[config.mk]
export PLATFORM = sky130hd
export DESIGN_NAME = pipe_reg_fd
export DESIGN_NICKNAME = d
export VERILOG_FILES = /design/src/rtl/core_pkg.sv /design/src/rtl/fd_entry_store.sv /design/src/rtl/pipe_reg_fd.sv
export SDC_FILE = /design/constraint.sdc
export NUM_CORES = 1
export LEC_CHECK = 0
export ABC_AREA = 1
export BUFFER_PORTS_ARGS = -buffer_cell sky130_fd_sc_hd__buf_4
export CAP_MARGIN = 20
export CORE_MARGIN = 2
export CORE_UTILIZATION = 53
export DETAILED_ROUTE_END_ITERATION = 8
export PLACE_DENSITY = 0.88
export SETUP_SLACK_MARGIN = 0.5
export SLEW_MARGIN = 20
export SYNTH_ARGS = -nofsm -noshare
export SYNTH_HDL_FRONTEND = slang
export SYNTH_HIERARCHICAL = 1
export SYNTH_SLANG_ARGS = --single-unit
[constraint.sdc]
create_clock -name clk -period 7.4 [get_ports clk]
set_input_delay 0.74 -clock clk [delete_from_list [all_inputs] [get_ports clk]]
set_output_delay 0.74 -clock clk [all_outputs]
set_load 0.005 [all_outputs]
[src/rtl/core_pkg.sv]
// Shared definitions for the RV32I core front end: fetch/decode entry
// layout and the constants used by the fetch-to-decode buffer.
package core_pkg;

    localparam int          XLEN      = 32;
    localparam logic [31:0] NOP_INSTR = 32'h00000013;  // addi x0,x0,0
    localparam int          FD_DEPTH  = 2;

    // One fetch packet as it travels from fetch to decode.
    typedef struct packed {
        logic [XLEN-1:0] instr;
        logic [XLEN-1:0] pc;
        logic [XLEN-1:0] pc_plus4;
    } fd_entry_t;

endpackage

[src/rtl/fd_entry_store.sv]
// Entry storage for the fetch-to-decode buffer: one synchronous write port,
// one asynchronous read port, no reset (contents are don't-care until written).
module fd_entry_store
    import core_pkg::*;
#(
    parameter int DEPTH = FD_DEPTH,
    parameter int PTR_W = $clog2(DEPTH)
) (
    input  logic             i_clk,
    input  logic             i_we,
    input  logic [PTR_W-1:0] i_waddr,
    input  fd_entry_t        i_wdata,
    input  logic [PTR_W-1:0] i_raddr,
    output fd_entry_t        o_rdata
);

    fd_entry_t r_mem [DEPTH];

    // Write the incoming fetch packet into the addressed slot.
    always_ff @(posedge i_clk) begin
        if (i_we) begin
            r_mem[i_waddr] <= i_wdata;
        end
    end

    assign o_rdata = r_mem[i_raddr];

endmodule

[src/rtl/pipe_reg_fd.sv]
// Fetch-to-decode elastic pipeline register: a small FIFO that lets fetch
// run one extra cycle while decode stalls, and drops wrong-path packets
// when a taken branch/jump flushes decode.
//
// Handshake: a packet moves fetch->buffer on an edge where valid_F and
// ready_F are both high (and no flush); it moves buffer->decode on an edge
// where valid_D is high and stall_D is low (and no flush). ready_F depends
// only on the registered occupancy, never on stall_D, so there is no
// combinational path from decode back to fetch. Flush wins over everything.
module pipe_reg_fd
    import core_pkg::*;
#(
    parameter int               WIDTH = XLEN,
    parameter int               DEPTH = FD_DEPTH,
    parameter logic [WIDTH-1:0] NOP   = NOP_INSTR
) (
    input  logic             clk,
    input  logic             rst,
    input  logic             valid_F,
    input  logic [WIDTH-1:0] instr_F,
    input  logic [WIDTH-1:0] PC_F,
    input  logic [WIDTH-1:0] PCPlus4_F,
    output logic             ready_F,
    input  logic             flush_D,
    input  logic             stall_D,
    output logic             valid_D,
    output logic [WIDTH-1:0] instr_D,
    output logic [WIDTH-1:0] PC_D,
    output logic [WIDTH-1:0] PCPlus4_D
);

    localparam int               PTR_W = $clog2(DEPTH);
    localparam int               CNT_W = $clog2(DEPTH + 1);
    localparam logic [CNT_W-1:0] FULL  = CNT_W'(DEPTH);

    logic [PTR_W-1:0] r_wr_ptr;
    logic [PTR_W-1:0] r_rd_ptr;
    logic [CNT_W-1:0] r_count;

    logic             w_ready;
    logic             w_valid;
    logic             w_push;
    logic             w_pop;
    fd_entry_t        w_wdata;
    fd_entry_t        w_rdata;

    assign w_ready = (r_count != FULL);
    assign w_valid = (r_count != '0);
    assign w_push  = valid_F & w_ready & ~flush_D;
    assign w_pop   = w_valid & ~stall_D & ~flush_D;

    assign w_wdata.instr    = instr_F;
    assign w_wdata.pc       = PC_F;
    assign w_wdata.pc_plus4 = PCPlus4_F;

    fd_entry_store #(
        .DEPTH (DEPTH),
        .PTR_W (PTR_W)
    ) u_store (
        .i_clk   (clk),
        .i_we    (w_push),
        .i_waddr (r_wr_ptr),
        .i_wdata (w_wdata),
        .i_raddr (r_rd_ptr),
        .o_rdata (w_rdata)
    );

    // Pointer and occupancy tracking; a flush empties the buffer outright.
    always_ff @(posedge clk or posedge rst) begin
        if (rst) begin
            r_wr_ptr <= '0;
            r_rd_ptr <= '0;
            r_count  <= '0;
        end else if (flush_D) begin
            r_wr_ptr <= '0;
            r_rd_ptr <= '0;
            r_count  <= '0;
        end else begin
            if (w_push) begin
                r_wr_ptr <= PTR_W'(r_wr_ptr + 1'b1);
            end
            if (w_pop) begin
                r_rd_ptr <= PTR_W'(r_rd_ptr + 1'b1);
            end
            case ({w_push, w_pop})
                2'b10:   r_count <= CNT_W'(r_count + 1'b1);
                2'b01:   r_count <= CNT_W'(r_count - 1'b1);
                default: r_count <= r_count;
            endcase
        end
    end

    // Decode sees the head entry, or a NOP bubble when the buffer is empty.
    assign ready_F   = w_ready;
    assign valid_D   = w_valid;
    assign instr_D   = w_valid ? w_rdata.instr    : NOP;
    assign PC_D      = w_valid ? w_rdata.pc       : '0;
    assign PCPlus4_D = w_valid ? w_rdata.pc_plus4 : '0;

endmodule

==> reports/summary.md, run 1 <==
The flow ran to the end, and the final reports show no timing, DRC or antenna violations. After detailed routing, the number of vias per cell comes to 4.71. On the final layout, the worst clock skew is 0.00754 ns. Yosys mapped a number of flops with a built-in enable equal to 192. Most used cell along the critical path: sky130_fd_sc_hd__buf_4.

The path depth of the worst reg2reg path was 8; the number of clock buffers inserted by TritonCTS was 17. The most common cell in the synthesized netlist is sky130_fd_sc_hd__nand2_1. The number of cells on the critical path is 4. The die is 127 µm wide.

The run gives 0.327 as the combinational group share of total power. The net count after synthesis is 845. For the worst hold margin, the log shows 0.208 ns. Leftover overflow at the end of global routing: 0. The logs give 0 ns for the final total negative setup slack and 199 for the number of primary I/O pins. The run gives 0.198 as the total track usage. After the last flow step, the layout net total stands at 1036. The total power was 3.34 mW; the remaining routing DRC violations was 0. The most critical setup path has its startpoint at r_count[0].

The startpoint-to-endpoint class of the critical path was reg -> out. The post-synthesis instance area came out at 8050 µm². The floorplan step defined a core boundary enclosing 15000 µm².

The min-delay analysis places its worst path in the category in -> async. For the critical path data required time, the log shows 6.66 ns. The synthesized design spends more area on one cell type than any other, namely sky130_fd_sc_hd__edfxtp_1. In this run the clock root is driven by a sky130_fd_sc_hd__clkbuf_16.

The maximum level of the CTS H-tree is 4. Entering global routing, the biggest net connects 99 pins. The die boundary height was 127 µm. The top-area cell type share of the netlist area is 0.716. The number of failing hold endpoints at the final stage is 0, and the final antenna diode count is 0. The total of hold buffers inserted after clock tree synthesis was 0.

The critical path ends at instr_D[19]. In this run the deepest clock path goes through 2 buffers. Wires add up to 15.7 mm. The setup slack of the most critical reg-to-reg path came out at 4.72 ns. The switching part of the total power came out at 0.310. Along the worst path, the maximum fanout reaches 55. In this run, the number of DRC markers left after iteration 0 of detailed routing was 400. The share of the clock period used by the worst path was 0.455.

Share of flip-flops with an asynchronous set or reset: 0.0204. The tool flagged a number of max-cap violations equal to 0. Worst-path cell with the longest stage delay: sky130_fd_sc_hd__nor2_4.

Once detail routing completed, the nets flagged for antenna violations numbered 0. Yosys printed 6 warnings. Subtracting the final worst setup slack from the clock period gives 3.37 ns. The endpoint identified for the worst register-to-register timing path is u_store/r_mem[0][40]. Gates resized during post-CTS repair numbered 0.

TritonCTS built the clock tree. The worst register-to-register path begins at r_count[0]. STA classifies the critical path startpoint as a flip-flop. The worst slew margin relative to its limit was 0.313; the post-synthesis to final-layout area growth was 26.6%. The die covers 16200 µm². The highest clock rate came out at 297 MHz.

For the final max-slew violation count, the log shows 0. Summing all placed instances gives a cell area of 9630 µm². Utilization of the core after routing: 0.678. The buffer and inverter count on the worst path was 2. The relative contribution of sequential cells to total power came out at 0.423.

The family of cells with the greatest summed delay on the critical path was simple AND/OR/NAND/NOR gates. Setup repair after global routing left no endpoint under its margin. The number of rows created at floorplan was 45.

Sorting the synthesized cells by how often they occur yields sky130_fd_sc_hd__nand2_1 (303), sky130_fd_sc_hd__edfxtp_1 (192), sky130_fd_sc_hd__inv_1 (100), sky130_fd_sc_hd__nor2_1 (96), sky130_fd_sc_hd__buf_2 (15). Clock sink total: 196. After routing the design area is 10200 µm². Post-CTS repair timing setup buffer count: 0. In the post-synthesis netlist, the biggest area contributors are sky130_fd_sc_hd__edfxtp_1 (72%), sky130_fd_sc_hd__nand2_1 (14%), sky130_fd_sc_hd__inv_1 (4.7%), sky130_fd_sc_hd__nor2_1 (4.5%), sky130_fd_sc_hd__dfrtp_1 (1.2%).

The starting density of the core was 0.535. The tools report the count of TritonRoute iterations in the first routing pass as 5. The tools report the number of global-route vias before repair as 5079. The endpoint class of the critical path is an output pin. Clock-pin slew was measured on the worst setup and hold paths at 0.06 ns.

The tools report the number of antenna violations at the first check in global routing as 0. The run gives 9.84 mm as the final HPWL from detailed placement. For this design the ratio of total power to cell area is 328 nW/µm².

The internal power component was 2.31 mW; the transition time of the tightest slew-check pin was 1.03 ns. In the final routed layout, each cell accounts on average for 13.8 µm. Each instance of the synthesized netlist takes up on average 10.8 µm².

The synthesized design contains 196 register bits. The endpoint arrival time on the critical path came out at 2.63 ns. In the synthesized netlist the dominant register cell turns out to be sky130_fd_sc_hd__edfxtp_1. Routability-driven placement finished with a final weighted congestion of 0.792.

In the synthesized netlist, the number of instances is 744. The clock group share of total power was 0.249. Synthesis instantiated 22 different standard cells from the library. In this run the static leakage power is 4.68 nW. The worst-case IR drop observed on VDD is 0.186 mV.

The logs give 0.729 for the portion of the post-synthesis area used by sequential elements and 1.04 mW for the switching power. Walking the worst path, the cells encountered are nor2_4 -> buf_4 -> nor2_1 -> buf_4. Peak per-stage delay on the critical path: 0.78 ns. The total vias in the final route was 5349. Input and output buffers added on the ports amount to 198. The source-to-sink clock delay at the later pin of the worst-skew pair was 0.43 ns. The proportion of layout cells with a drive suffix above 1 is 0.260.

The first global-routing pass estimated 24.3 mm of wire. The number of setup violations in the final report was 0.
[worst min-delay path by stage]
| stage | start | endpoint | slack [ns] | cells after the start |
|---|---|---|---|---|
| 6_report | rst | r_wr_ptr | 0.21 | 2 |
| 5_1_grt | rst | r_wr_ptr | 0.19 | 2 |
| 4_1_cts | rst | r_rd_ptr | 0.20 | 2 |
| 3_5_place_dp | r_count[1] | r_count[1] | 0.59 | 2 |
| 3_3_place_gp | r_count[0] | r_count[0] | 0.57 | 2 |
| 2_1_floorplan | rst | r_count[0] | 0.51 | 1 |
[flip-flops by register name (all words and copies together), names as in the netlist]
register and cells:
u_store/r_mem 192, r_rd_ptr 1, r_count 2, r_wr_ptr 1
[kinds of logic after synthesis]
| logic type | after synthesis | share of synthesized area |
|---|---|---|
| AO/OA/AOI/OAI | 2 | 0.00202 |
| buffers and inverters | 134 | 0.0712 |
| AND/OR/NAND/NOR | 412 | 0.198 |
| flip-flops | 196 | 0.729 |
[routing by layer]
metal	wire, µm	global-route usage	share of wire
met1	5960	0.225	0.38
met2	8540	0.360	0.54
met3	885	0.0448	0.056
met4	299	0.0866	0.019
met5	0	0	0
[worst register-to-register path, cell delays in order, from the launching register on]
cell	delay, ns
sky130_fd_sc_hd__dfrtp_1	0.45
sky130_fd_sc_hd__inv_2	0.08
sky130_fd_sc_hd__nand2_2	0.12
sky130_fd_sc_hd__nand2_4	0.08
sky130_fd_sc_hd__nor2_1	0.18
sky130_fd_sc_hd__inv_1	0.10
sky130_fd_sc_hd__nor2_4	0.33
sky130_fd_sc_hd__buf_12	0.25
sky130_fd_sc_hd__buf_4	0.66
[power groups by stage]
stage / sequential [mW] / clock [mW] / combinational [mW]
after detailed placement: 1.44 / 0 / 1.10
after global placement: 1.43 / 0 / 1.07
after floorplan: 1.45 / 0 / 0.588
final: 1.42 / 0.834 / 1.09
after global routing: 1.43 / 0.899 / 1.22
after CTS: 1.42 / 0.849 / 1.11
[through the flow]
step	instances	setup WS [ns]
floorplan	744	1.84
global placement	1103	4.22
detailed placement	1103	4.14
CTS	1134	4.01
global route	1135	3.83
finish	1135	4.03
[area by class of cell]
cell class                      instances  area [µm²]
Clock inverter                         12         108
Tap cell                              188         235
Sequential cell                       196        5870
Clock buffer                           19         433
Timing Repair Buffer                  203        1540
Multi-Input combinational cell        414        1620
Fill cell                            1070        4840
Inverter                              103         392
[placed cells by master, fill, tap and decap left out, drive strengths merged, types with 2 or more instances in the layout]
| cell | instances |
|---|---|
| clkinv | 6 |
| nand3 | 2 |
| edfxtp | 192 |
| dfrtp | 4 |
| buf | 203 |
| inv | 105 |
| clkinvlp | 3 |
| clkbuf | 19 |
| nand2 | 307 |
| or2 | 3 |
| nor2 | 98 |
Note: power is estimated with default switching activity, not from simulation.
==> run 2: changes to the inputs <==
==> constraint.sdc (replaced) <==
create_clock -name clk -period 3.53 [get_ports clk]
set_input_delay 0.353 -clock clk [delete_from_list [all_inputs] [get_ports clk]]
set_output_delay 0.353 -clock clk [all_outputs]
set_load 0.005 [all_outputs]
==> run 2 against run 1 <==
Against the previous run: count of clock-buffer cells in the layout fell by 1; clock power rose by 130%; critical path depth grew 2; first-iteration DRC count is 13% higher; worst hold slack worse by 0.10 ns; final area rose by 0.90%; sequential share of layout area down 0.51 points.
==> reports/summary.md, run 2 (synthesis gave the netlist of run 1 again) <==
The run finished with clean final reports. IR analysis of the VDD net gives a maximum drop of 0.380 mV. The total non-filler cell area in the finished layout is 10300 µm², and the remaining routing DRC violations is 0. Along the worst path, the maximum fanout reaches 96.

The average routed wire per standard cell is 13.7 µm. Clock skew on the completed layout was measured at 0.00867 ns. The maximum level of the CTS H-tree was 4. The share of the clock period used by the worst path works out to 0.756. STA classifies the critical path endpoint as an output pin. Power spread over the standard cell area amounts to 698 nW/µm². In the final design database the tool counted 1037 nets. The number of antenna diodes in the final layout is 0.

After legalization and detailed placement, the total HPWL measured 10.0 mm. In this run the register-to-register setup slack is 1.28 ns. For the endpoint arrival time on the critical path, the log shows 2.32 ns. Measured along the y axis, the die boundary spans 127 µm. The longest clock path from root to sink contains 2 buffers.

The clock group share of total power is 0.269, and the starting density of the core is 0.535. In this run the clock root is driven by a sky130_fd_sc_hd__clkbuf_16. For the final total negative setup slack, the log shows 0 ns. Setup repair after global routing left no endpoint under its margin. The count of input and output buffers is 198, and the source-to-sink clock delay at the later pin of the worst-skew pair is 0.42 ns. The post-synthesis to final-layout area growth came out at 27.7%.

The proportion of layout cells with a drive suffix above 1 works out to 0.259. The logs give 4.71 nW for the reported leakage power and 16200 µm² for the die outline area. For this run the aggregate overflow at the end of global routing stands at 0. The logs give 0.312 for the combinational group share of total power and 375 MHz for the highest clock rate.

The clock sink total was 196. The startpoint kind of the worst setup timing path was a flip-flop. The run gives 24.5 mm as the first-pass GRT wire length. The switching power came out at 2.13 mW. For this design the top-level I/O count stands at 199. The first detailed-routing pass took 5 iterations. The largest registers in the layout are u_store/r_mem: 192 flops, r_count: 2 flops. The worst slew margin relative to its limit was 0.357; the final max-slew violation count was 0.

The total vias in the final route is 5405, and the number of nets still failing antenna checks after routing is 0. Measured along the x axis, the die boundary spans 127 µm. TritonCTS built the clock tree. In the layout the commonest cells are sky130_fd_sc_hd__nand2_1 (303), sky130_fd_sc_hd__buf_4 (200), sky130_fd_sc_hd__edfxtp_1 (192), sky130_fd_sc_hd__inv_1 (99), sky130_fd_sc_hd__nor2_1 (95).

Dividing the detail-routed via count by the number of cells gives 4.76. Once placement finished, the instance area stood at 9680 µm². Entering global routing, the biggest net connects 98 pins. TritonCTS created 17 clock buffers. The total track usage is 0.197. The final layout contains routed wiring with a total length of 15.6 mm. The register ranked first by flip-flop count is u_store/r_mem. The floorplan has 45 rows. The critical path is of the reg -> out type.

The register with the most flip-flops in the layout has 192 of them. The max capacitance violation total is 0, and the number of global-route vias before repair is 5066. Setup violations remaining at the end of the flow were counted as 0.

Switching part of the total power: 0.297. For the pin with the worst max-slew slack, the measured transition is 0.964 ns. Core area: 15000 µm². After clock tree synthesis, the clock-pin slew on the worst setup and hold paths is 0.07 ns.

The number of antenna violations at the first check in global routing is 1, and the internal power component is 5.04 mW. The tools report the number of failing hold endpoints at the final stage as 0. The run gives 450 as the iteration-0 DRC count of the detailed router.

Leaving out fill and tap cells, the most frequent cell in the layout is sky130_fd_sc_hd__nand2_1. Total power: 7.18 mW. The relative contribution of sequential cells to total power was 0.419.

The smallest clock period supported by the final layout is computed as 2.67 ns. Type of the worst min-delay path: in -> reg. At the worst endpoint, the required time is 3.18 ns.

Placer's final routability congestion estimate: 0.821.
-- run 2: per-stage QoR --
step | setup WS [ns] | hold slack, ns | utilization | instances
2_1_floorplan | 0.836 | 0.119 | - | 744
3_3_place_gp | 1.20 | 0.263 | 0.644 | 1104
3_5_place_dp | 1.12 | 0.266 | 0.644 | 1104
4_1_cts | 0.653 | 0.0919 | 0.684 | 1135
5_1_grt | 0.672 | 0.0872 | 0.684 | 1135
6_report | 0.862 | 0.109 | 0.684 | 1135
-- run 2: final cells by class --
type | count | area, µm²
sequential | 196 | 5870
fill | 1067 | 4750
multi-input combinational | 414 | 1620
timing repair buffer | 204 | 1570
clock buffer | 18 | 429
inverter | 103 | 395
tap | 188 | 235
clock inverter | 12 | 164
-- run 2: metal layers --
layer  share of wire  global-route usage  vias to the layer above  routed length, µm
li1                -                   -                     2700                  -
met5         0.00083                   0                        -                 13
met3           0.077              0.0595                       28               1200
met4           0.018              0.0718                        2                281
met1            0.40               0.249                     2459               6310
met2            0.50               0.327                      216               7800
-- run 2: worst paths after layout --
check	from	endpoint	cells after the start
worst min-delay path	PCPlus4_F[14]	u_store/r_mem[0][14]	1
min in group asynchronous	rst	r_count[0]	3
worst max register to register	r_count[0]	u_store/r_mem[1][12]	7
max in group asynchronous	rst	r_rd_ptr	3
worst min register to register	r_wr_ptr	r_wr_ptr	1
worst max-delay path	r_rd_ptr	PC_D[17]	6
-- run 2: what timing repair did --
item | CTS | global route
endpoints found under the setup margin | 0 | 2
gates resized for setup | 0 | 1
hold buffers | 1 | 0
hold endpoints to repair | 4 | 0
setup buffers | 0 | 0
-- run 2: power by group through the flow --
stage | combinational, mW | sequential (mW) | clock (mW)
finish | 2.24 | 3.01 | 1.93
global route | 2.51 | 3.03 | 2.06
CTS | 2.27 | 3.01 | 1.96
detailed placement | 2.26 | 3.06 | 0
global placement | 2.21 | 3.04 | 0
floorplan | 1.24 | 3.01 | 0
-- run 2: worst max-delay path, stage by stage, from the launching register on --
cell	delay [ns]
sky130_fd_sc_hd__dfrtp_4	0.67
sky130_fd_sc_hd__inv_6	0.58
sky130_fd_sc_hd__nand2_1	0.18
sky130_fd_sc_hd__nand2_1	0.14
sky130_fd_sc_hd__inv_1	0.05
sky130_fd_sc_hd__nor2_1	0.10
sky130_fd_sc_hd__buf_4	0.13
